--- src/rtl/loader_pkg.sv ---
// Shared constants, state encodings and baud-rate helper for the UART program loader.
package loader_pkg;

  localparam logic [7:0] SYNC_BYTE = 8'hA5;

  typedef enum logic [1:0] {
    RX_IDLE,
    RX_START,
    RX_DATA,
    RX_STOP
  } rx_state_t;

  typedef enum logic [2:0] {
    P_SYNC,
    P_LEN_LO,
    P_LEN_HI,
    P_DATA,
    P_CSUM,
    P_DONE,
    P_ERROR
  } proto_state_t;

  function automatic int unsigned clks_per_bit(input int unsigned clk_hz, input int unsigned baud);
    return clk_hz / baud;
  endfunction

endpackage

--- src/rtl/uart_rx_byte.sv ---
// 8N1 UART receiver: 2-FF synchroniser, mid-bit sampling, byte and framing-error pulses.
module uart_rx_byte
  import loader_pkg::*;
#(
  parameter int unsigned CLKS_PER_BIT = 434
) (
  input  logic       clk,
  input  logic       resetn,
  input  logic       uart_rx,
  output logic [7:0] rx_byte,
  output logic       byte_valid,
  output logic       frame_error
);

  localparam int unsigned CNT_W = $clog2(CLKS_PER_BIT + 1);
  localparam logic [CNT_W-1:0] HALF_LAST = CNT_W'(CLKS_PER_BIT / 2 - 1);
  localparam logic [CNT_W-1:0] BIT_LAST  = CNT_W'(CLKS_PER_BIT - 1);

  rx_state_t        state;
  logic             rx_meta;
  logic             rx_sync;
  logic             rx_prev;
  logic [CNT_W-1:0] cnt;
  logic [2:0]       bit_cnt;
  logic [7:0]       shreg;

  always_ff @(posedge clk) begin
    if (!resetn) begin
      state       <= RX_IDLE;
      rx_meta     <= 1'b1;
      rx_sync     <= 1'b1;
      rx_prev     <= 1'b1;
      cnt         <= '0;
      bit_cnt     <= '0;
      shreg       <= '0;
      rx_byte     <= '0;
      byte_valid  <= 1'b0;
      frame_error <= 1'b0;
    end else begin
      rx_meta     <= uart_rx;
      rx_sync     <= rx_meta;
      rx_prev     <= rx_sync;
      byte_valid  <= 1'b0;
      frame_error <= 1'b0;
      case (state)
        RX_IDLE: begin
          cnt     <= '0;
          bit_cnt <= '0;
          if (rx_prev && !rx_sync) state <= RX_START;
        end
        // A start bit that is high again at mid-bit is a glitch, not a frame.
        RX_START: begin
          if (cnt == HALF_LAST) begin
            cnt   <= '0;
            state <= rx_sync ? RX_IDLE : RX_DATA;
          end else begin
            cnt <= cnt + CNT_W'(1);
          end
        end
        RX_DATA: begin
          if (cnt == BIT_LAST) begin
            cnt     <= '0;
            shreg   <= {rx_sync, shreg[7:1]};
            bit_cnt <= bit_cnt + 3'd1;
            if (bit_cnt == 3'd7) state <= RX_STOP;
          end else begin
            cnt <= cnt + CNT_W'(1);
          end
        end
        RX_STOP: begin
          if (cnt == BIT_LAST) begin
            cnt   <= '0;
            state <= RX_IDLE;
            if (rx_sync) begin
              byte_valid <= 1'b1;
              rx_byte    <= shreg;
            end else begin
              frame_error <= 1'b1;
            end
          end else begin
            cnt <= cnt + CNT_W'(1);
          end
        end
        default: state <= RX_IDLE;
      endcase
    end
  end

endmodule

--- src/rtl/uart_program_loader.sv ---
// Boot loader: receives a framed program image over UART, writes it to instruction memory and
// releases the core from reset only once the image checksum has been verified.
module uart_program_loader
  import loader_pkg::*;
#(
  parameter int unsigned CLK_FREQ_HZ = 50_000_000,
  parameter int unsigned BAUD        = 115_200,
  parameter int unsigned IMEM_DEPTH  = 256
) (
  input  logic        clk,
  input  logic        resetn,
  input  logic        uart_rx,
  output logic        imem_we,
  output logic [31:0] imem_addr,
  output logic [31:0] imem_wdata,
  output logic        core_resetn,
  output logic        load_done,
  output logic        load_error,
  output logic        frame_error
);

  localparam int unsigned CLKS_PER_BIT = clks_per_bit(CLK_FREQ_HZ, BAUD);
  localparam int unsigned WIDX_W       = $clog2(IMEM_DEPTH) + 1;

  logic [7:0]        rx_byte;
  logic              byte_valid;
  proto_state_t      state;
  logic [15:0]       len;
  logic [7:0]        csum;
  logic [WIDX_W-1:0] word_index;
  logic [1:0]        byte_cnt;
  logic [31:0]       word_buf;
  logic [15:0]       len_next;
  logic [31:0]       word_next;
  logic              in_frame;
  logic              last_word;

  uart_rx_byte #(
    .CLKS_PER_BIT(CLKS_PER_BIT)
  ) u_rx (
    .clk        (clk),
    .resetn     (resetn),
    .uart_rx    (uart_rx),
    .rx_byte    (rx_byte),
    .byte_valid (byte_valid),
    .frame_error(frame_error)
  );

  assign len_next  = {rx_byte, len[7:0]};
  assign word_next = {rx_byte, word_buf[31:8]};
  assign in_frame  = state inside {P_LEN_LO, P_LEN_HI, P_DATA, P_CSUM};
  assign last_word = (16'(word_index) + 16'd1) == len;

  // Protocol FSM, word assembler and running XOR checksum.
  always_ff @(posedge clk) begin
    if (!resetn) begin
      state       <= P_SYNC;
      len         <= '0;
      csum        <= '0;
      word_index  <= '0;
      byte_cnt    <= '0;
      word_buf    <= '0;
      imem_we     <= 1'b0;
      imem_addr   <= '0;
      imem_wdata  <= '0;
      core_resetn <= 1'b0;
      load_done   <= 1'b0;
      load_error  <= 1'b0;
    end else begin
      imem_we <= 1'b0;
      if (frame_error && in_frame) begin
        state       <= P_ERROR;
        load_error  <= 1'b1;
        load_done   <= 1'b0;
        core_resetn <= 1'b0;
      end else if (byte_valid) begin
        case (state)
          P_SYNC, P_DONE, P_ERROR: begin
            if (rx_byte == SYNC_BYTE) begin
              state       <= P_LEN_LO;
              csum        <= '0;
              word_index  <= '0;
              byte_cnt    <= '0;
              core_resetn <= 1'b0;
              load_done   <= 1'b0;
              load_error  <= 1'b0;
            end
          end
          P_LEN_LO: begin
            len[7:0] <= rx_byte;
            csum     <= csum ^ rx_byte;
            state    <= P_LEN_HI;
          end
          P_LEN_HI: begin
            len[15:8] <= rx_byte;
            csum      <= csum ^ rx_byte;
            if (len_next > 16'(IMEM_DEPTH)) begin
              state      <= P_ERROR;
              load_error <= 1'b1;
            end else if (len_next == 16'd0) begin
              state <= P_CSUM;
            end else begin
              state <= P_DATA;
            end
          end
          P_DATA: begin
            word_buf <= word_next;
            csum     <= csum ^ rx_byte;
            byte_cnt <= byte_cnt + 2'd1;
            if (byte_cnt == 2'd3) begin
              imem_we    <= 1'b1;
              imem_addr  <= 32'({word_index, 2'b00});
              imem_wdata <= word_next;
              word_index <= word_index + WIDX_W'(1);
              if (last_word) state <= P_CSUM;
            end
          end
          P_CSUM: begin
            if (rx_byte == csum) begin
              state       <= P_DONE;
              load_done   <= 1'b1;
              core_resetn <= 1'b1;
            end else begin
              state      <= P_ERROR;
              load_error <= 1'b1;
            end
          end
          default: state <= P_SYNC;
        endcase
      end
    end
  end

endmodule

--- config.mk ---
export PLATFORM = sky130hd
export DESIGN_NAME = uart_program_loader
export DESIGN_NICKNAME = d
export VERILOG_FILES = /design/src/rtl/loader_pkg.sv /design/src/rtl/uart_rx_byte.sv /design/src/rtl/uart_program_loader.sv
export SDC_FILE = /design/constraint.sdc
export NUM_CORES = 1
export LEC_CHECK = 0
export CAP_MARGIN = 25
export CORE_ASPECT_RATIO = 1.25
export CORE_MARGIN = 4
export CORE_UTILIZATION = 55
export CTS_CLUSTER_DIAMETER = 30
export DETAILED_ROUTE_END_ITERATION = 8
export GPL_ROUTABILITY_DRIVEN = 0
export PLACE_DENSITY = 0.78
export SYNTH_ARGS = -nofsm -noshare
export SYNTH_HDL_FRONTEND = slang
export SYNTH_SLANG_ARGS = --single-unit
--- constraint.sdc ---
create_clock -name clk -period 2.5 [get_ports clk]
set_clock_uncertainty 0.15 [all_clocks]
set_input_delay 0.5 -clock clk [delete_from_list [all_inputs] [get_ports clk]]
set_output_delay 0.5 -clock clk [all_outputs]
set_load 0.005 [all_outputs]
==> impl_metrics.json, run 1 <==
{
  "nets": 835,
  "grt_pass1_vias": 5109,
  "timing.hold.ws_ns": 0.272,
  "placed_cells": 941,
  "postSynthCellCount": 782,
  "clock_latency_ns": 0.42,
  "htree_levels": 4,
  "max_stage_delay_ns": 0.55,
  "die_width_um": 103,
  "post-synth-top-area-cell": "dfxtp_1",
  "drt_drc_violations_left": 0,
  "grt_pass1_wl_um": 24200,
  "syn_avg_cell_area_um2": 7.99,
  "synth_top_area_share_pct": 45.2,
  "ys_seq_elements": 141,
  "hp-class": "flip-flop to flip-flop",
  "synth_cell_types": 52,
  "cts_tree": "yes",
  "start_util_pct": 56.4,
  "hold_viol_final": 0,
  "die_area_um2": 13100,
  "critPathMaxFanout": 3,
  "grt_setup_unrepaired": "no",
  "async_flop_share_pct": 0,
  "setup_viol_count_final": 0,
  "critPathKind": "flip-flop to flip-flop",
  "fmax_mhz": 422,
  "critPathCaptureType": "flip-flop",
  "required_ns": 2.63,
  "ios": 72,
  "ir_worst_vdd_mv": 0.500,
  "track_usage_pct": 23.0,
  "tns_ns": 0,
  "die_h_um": 127,
  "cap_violations": 0,
  "slew_headroom_pct": 56.9,
  "area_growth_pct": 18.3,
  "clockRootBuffer": "clkbuf_16",
  "post_cts_buffers": 0,
  "cp_slowest_cell": "or4_1",
  "synthFlopType": "dfxtp_1",
  "first_iter_violations": 500,
  "post-synth-top-count-cell": "nand2_1",
  "drt-total-wl_um": 14600,
  "period_share_pct": 94.9,
  "clock-sinks": 141,
  "powerDensity_nw_per_um2": 666,
  "power.leakage_nw": 2.68,
  "status": "completed",
  "ff2ff_setup_slack_ns": 0.13,
  "period_minus_slack_ns": 2.37,
  "synth_area_um2": 6250,
  "post_drt_via_cell_ratio": 5.65,
  "drive_gt1_share_pct": 8.23,
  "synth-edff-count": 0,
  "grt_max_degree": 125,
  "diodes": 0,
  "cts.path.max_buffers": 2,
  "cts_made_buffers": 17,
  "antenna_found_initial": 0,
  "vias": 5502,
  "synth-seq-area-share_pct": 45.2,
  "finalNonFillerCells": 973,
  "grt_remaining_overflow": 0,
  "synth_common_cells": "nand2_1 (179), dfxtp_1 (141), a21oi_1 (109)",
  "worst_pin_slew_ns": 0.642,
  "dpl.hpwl_um": 9640,
  "cp_cell_sequence": "or4_1 -> o21ai_1 -> or4b_1 -> or3_1 -> a31oi_1 -> nor3_1",
  "finalMaxSlewViolations": 0,
  "yosys_warnings": 0,
  "startpoint_type": "flip-flop",
  "fp.coreArea_um2": 11100,
  "clk_pin_slew_ns": 0.06,
  "rows": 43,
  "portBuffers": 48,
  "drt.antenna.violating_nets": 0,
  "power.total_mw": 4.92,
  "ys_top_cells_by_area": "dfxtp_1 (45%), nand2_1 (11%), a21oi_1 (8.7%), nor2_1 (3.5%), mux2i_1 (2.9%)",
  "cp.arrival_ns": 2.51,
  "wire_per_inst_um": 15.0,
  "dr.pass1.iters": 5
}
[kinds of logic after synthesis]
family	share of synthesized area (%)
and+or+nand+nor	25.2
AOI/OAI and AO/OA	13.5
DFF	45.2
buffers and inverters	7.55
xor gates and xnor gates	4.21
muxes	2.88
adders and majority gates	1.40
other	0.0600
[per-layer routing]
| metal | global-route usage, % | routed length (um) | up-vias |
|---|---|---|---|
| met5 | 0 | 0 | - |
| met3 | 5.84 | 856 | 58 |
| li1 | - | - | 2682 |
| met2 | 36.9 | 7320 | 221 |
| met1 | 28.7 | 5890 | 2541 |
| met4 | 10.9 | 531 | 0 |
[worst paths after layout]
path	start	to	depth (start not counted)
worst max register to register	len[5]$_SDFFE_PN0P_	state[2]$_SDFFE_PN0P_	6
worst max-delay path	len[5]$_SDFFE_PN0P_	state[2]$_SDFFE_PN0P_	6
worst min register to register	u_rx.rx_meta$_SDFF_PN1_	u_rx.rx_sync$_SDFF_PN1_	1
worst min-delay path	u_rx.rx_meta$_SDFF_PN1_	u_rx.rx_sync$_SDFF_PN1_	1
[sequential cells by signal, indices dropped and copies added, names as in the netlist, 8 cells and up, named ones only]
signal	cells
word_index	9
csum	8
u_rx.rx_byte	8
u_rx.shreg	8
imem_wdata	32
imem_addr	9
word_buf	24
u_rx.cnt	9
len	16
[final cells by class]
type / count / area (um^2)
timing repair buffer: 76 / 703
clock buffer: 18 / 429
tap: 135 / 169
fill: 896 / 3690
multi-input combinational: 579 / 3040
inverter: 10 / 38.8
clock inverter: 14 / 183
sequential: 141 / 2820
[critical path: cells and delay by family (launching register included)]
family	cells	cell delay (ns)
AND/OR/NAND/NOR	4	1.39
AO/OA/AOI/OAI	2	0.34
flip-flops	1	0.35
[power by group]
group	total [mW]	leakage, nW	switching, mW	internal, mW
Combinational	0.0584	1.25	0.0468	0.0115
Clock	2.60	0.294	1.01	1.59
Sequential	2.25	1.14	0.00439	2.25
[layout by cell type (no fill, tap or decap), types with 2 or more instances in the layout]
master	netlist	layout
nand2_1	179	179
dfxtp_1	141	140
a21oi_1	109	109
nor2_1	59	59
clkdlybuf4s50_1	0	48
buf_4	24	27
conb_1	1	23
nand3_1	22	21
o21ai_1	20	20
mux2i_1	18	18
clkbuf_16	0	17
xnor2_1	16	16
xor2_1	14	14
o21ai_0	12	12
nand3b_1	12	12
nand4_1	9	9
inv_1	9	9
and3_1	8	8
or3_1	8	8
nor3_1	8	8
ha_1	7	6
a31oi_1	5	5
and2_1	5	5
nor3b_1	4	4
nor2b_1	4	4
nand2b_1	4	4
inv_6	0	4
or4_1	3	3
bufinv_16	0	3
clkinv_4	0	3
nor4_1	2	2
nor4b_1	2	2
a211oi_1	2	2
nor4bb_1	2	2
clkinv_2	0	2
nor3_2	2	2
o211ai_1	2	2
a22oi_1	2	2
and4_1	2	2
clkinvlp_4	0	2
[what timing repair did]
item                       CTS  global route
setup endpoints to repair    0             2
hold buffers                 0             0
resized for setup            0             3
[through the flow]
| step | instance area [um^2] | utilization [%] | worst slack (ns) |
|---|---|---|---|
| CTS | 7380 | 66.6 | 0.162 |
| detailed placement | 6770 | 61.1 | 0.173 |
| global route | 7390 | 66.7 | 0.000487 |
| floorplan | 6330 | - | 0.229 |
| finish | 7390 | 66.7 | 0.129 |
| global placement | 6770 | 61.1 | 0.174 |
Power figures use the tool's default switching activity.
==> run 2, diff against run 1 <==
--- a/config.mk
+++ b/config.mk
@@ -7,7 +7,7 @@
 export LEC_CHECK = 0
 export CAP_MARGIN = 25
 export CORE_ASPECT_RATIO = 1.25
-export CORE_MARGIN = 4
+export CORE_MARGIN = 2
 export CORE_UTILIZATION = 55
 export CTS_CLUSTER_DIAMETER = 30
 export DETAILED_ROUTE_END_ITERATION = 8
==> run 2 against run 1 <==
Compared with the run above:
- flip-flop and latch count stayed put
- worst hold slack worse by 0.018 ns
- maximum frequency is 1.1% higher
- cell area is 0.10% higher
- sequential power hardly changed
- sequential share of layout area hardly changed
- critical endpoint unchanged
- largest power group unchanged
- highest routed layer unchanged
==> impl_metrics.json, run 2 (synthesized netlist as in run 1, its figures left out) <==
{
  "area_growth_pct": 18.4,
  "p_int_mw": 3.85,
  "cts_made_buffers": 17,
  "dr.pass1.iters": 7,
  "ir_worst_vdd_mv": 0.485,
  "tns_ns": 0,
  "wire_per_inst_um": 14.6,
  "cap_violations": 0,
  "reg_top3": "imem_wdata: 32 flops, word_buf: 24 flops, len: 16 flops",
  "switching_share_pct": 21.5,
  "antenna_found_initial": 0,
  "grt_pass1_vias": 5253,
  "first_iter_violations": 397,
  "timing.hold.ws_ns": 0.255,
  "die_area_um2": 12200,
  "track_usage_pct": 23.9,
  "power.total_mw": 4.91,
  "startpoint_type": "flip-flop",
  "dpl.hpwl_um": 9490,
  "critPathKind": "flip-flop to flip-flop",
  "grt_remaining_overflow": 0,
  "setup_viol_count_final": 0,
  "clkPwrFrac_pct": 52.9,
  "required_ns": 2.63,
  "cts.path.max_buffers": 2,
  "layout_common_cells": "nand2_1 (179), dfxtp_1 (140), a21oi_1 (109)",
  "top_register": "imem_wdata",
  "p_comb_share_pct": 1.2,
  "post_cts_buffers": 0,
  "worst_pin_slew_ns": 0.622,
  "fmax_mhz": 426,
  "grt_setup_unrepaired": "no",
  "slew_headroom_pct": 58.3,
  "critPathMaxFanout": 3,
  "hp-class": "flip-flop to flip-flop",
  "ios": 72,
  "clk_pin_slew_ns": 0.06,
  "fin_util_pct": 66.7,
  "hold_viol_final": 0,
  "period_share_pct": 93.8,
  "start_util_pct": 56.4,
  "drive_gt1_share_pct": 8.11,
  "finalMaxSlewViolations": 0,
  "powerDensity_nw_per_um2": 664,
  "cp.arrival_ns": 2.47,
  "die_width_um": 99.3,
  "portBuffers": 48,
  "grt_max_degree": 125,
  "critPathCaptureType": "flip-flop",
  "status": "completed",
  "p_seq_share_pct": 45.9,
  "drt-total-wl_um": 14200,
  "largest_reg_flops": 32,
  "period_minus_slack_ns": 2.34,
  "post_drt_via_cell_ratio": 5.63,
  "clockRootBuffer": "clkbuf_16",
  "vias": 5478,
  "diodes": 0,
  "fp.coreArea_um2": 11100,
  "nets": 835,
  "grt_pass1_wl_um": 23900,
  "clock-sinks": 141,
  "cts_tree": "yes",
  "power.leakage_nw": 2.68,
  "die_h_um": 123,
  "p_sw_mw": 1.06,
  "final_common_cell": "nand2_1",
  "drt.antenna.violating_nets": 0,
  "rows": 43,
  "htree_levels": 4,
  "clock_latency_ns": 0.41,
  "drt_drc_violations_left": 0
}
==> run 2: cell count changes in the layout (fill, tap and decap cells not counted) <==
cell / delta
inv_6: +1
buf_12: +1
clkinv_4: -1
nand3_2: -1
nand3_1: +1
buf_4: -1
==> run 2: power by group through the flow <==
stage	registers, mW	logic (mW)	clock network, mW
after floorplan	2.30	0.0729	0
after global placement	2.30	0.0562	0
after detailed placement	2.30	0.0570	0
after CTS	2.25	0.0570	2.63
after global routing	2.25	0.0657	2.74
final	2.25	0.0580	2.60
==> run 2: routing by layer <==
metal / GRT usage, % / vias to the layer above / wire length [um]
met4: 11.6 / 0 / 410
li1: - / 2683 / -
met1: 28.1 / 2571 / 5960
met3: 4.58 / 35 / 746
met5: 0 / - / 0
met2: 42.1 / 189 / 7120
==> run 2: area by class of cell <==
class                   instances  area (um^2)
inverters                      10         38.8
fillers                       906         3690
well taps                     135          169
clock inverters                14          183
multi-input cells             579         3040
clock buffers                  18          429
flip-flops and latches        141         2820
repair buffers                 76          716
==> run 2: critical path, cell delays in order (launching register included) <==
cell     delay (ns)
dfxtp_1        0.33
or4_1          0.55
o21ai_1        0.18
or4b_1         0.46
or3_1          0.32
a31oi_1        0.16
nor3_1         0.06
==> run 2: what timing repair did <==
item | in CTS | in global routing
endpoints found under the setup margin | 0 | 3
hold buffers | 0 | 0
resized for setup | 0 | 2
hold endpoints to repair | 0 | 0
==> run 2: path summary, 6_finish.rpt <==
kind	start	end	slack, ns	cells after the start
max	len[4]$_SDFFE_PN0P_	state[2]$_SDFFE_PN0P_	0.16	6
min	u_rx.rx_meta$_SDFF_PN1_	u_rx.rx_sync$_SDFF_PN1_	0.25	1
min reg2reg	u_rx.rx_meta$_SDFF_PN1_	u_rx.rx_sync$_SDFF_PN1_	0.25	1
max reg2reg	len[4]$_SDFFE_PN0P_	state[2]$_SDFFE_PN0P_	0.16	6
==> run 2: stage by stage <==
| stage | area (um^2) | worst slack, ns | instances |
|---|---|---|---|
| after floorplan | 6330 | 0.229 | 804 |
| after global placement | 6780 | 0.169 | 941 |
| after detailed placement | 6780 | 0.137 | 941 |
| after CTS | 7390 | 0.116 | 973 |
| after global routing | 7400 | 0.0375 | 973 |
| final | 7400 | 0.155 | 973 |
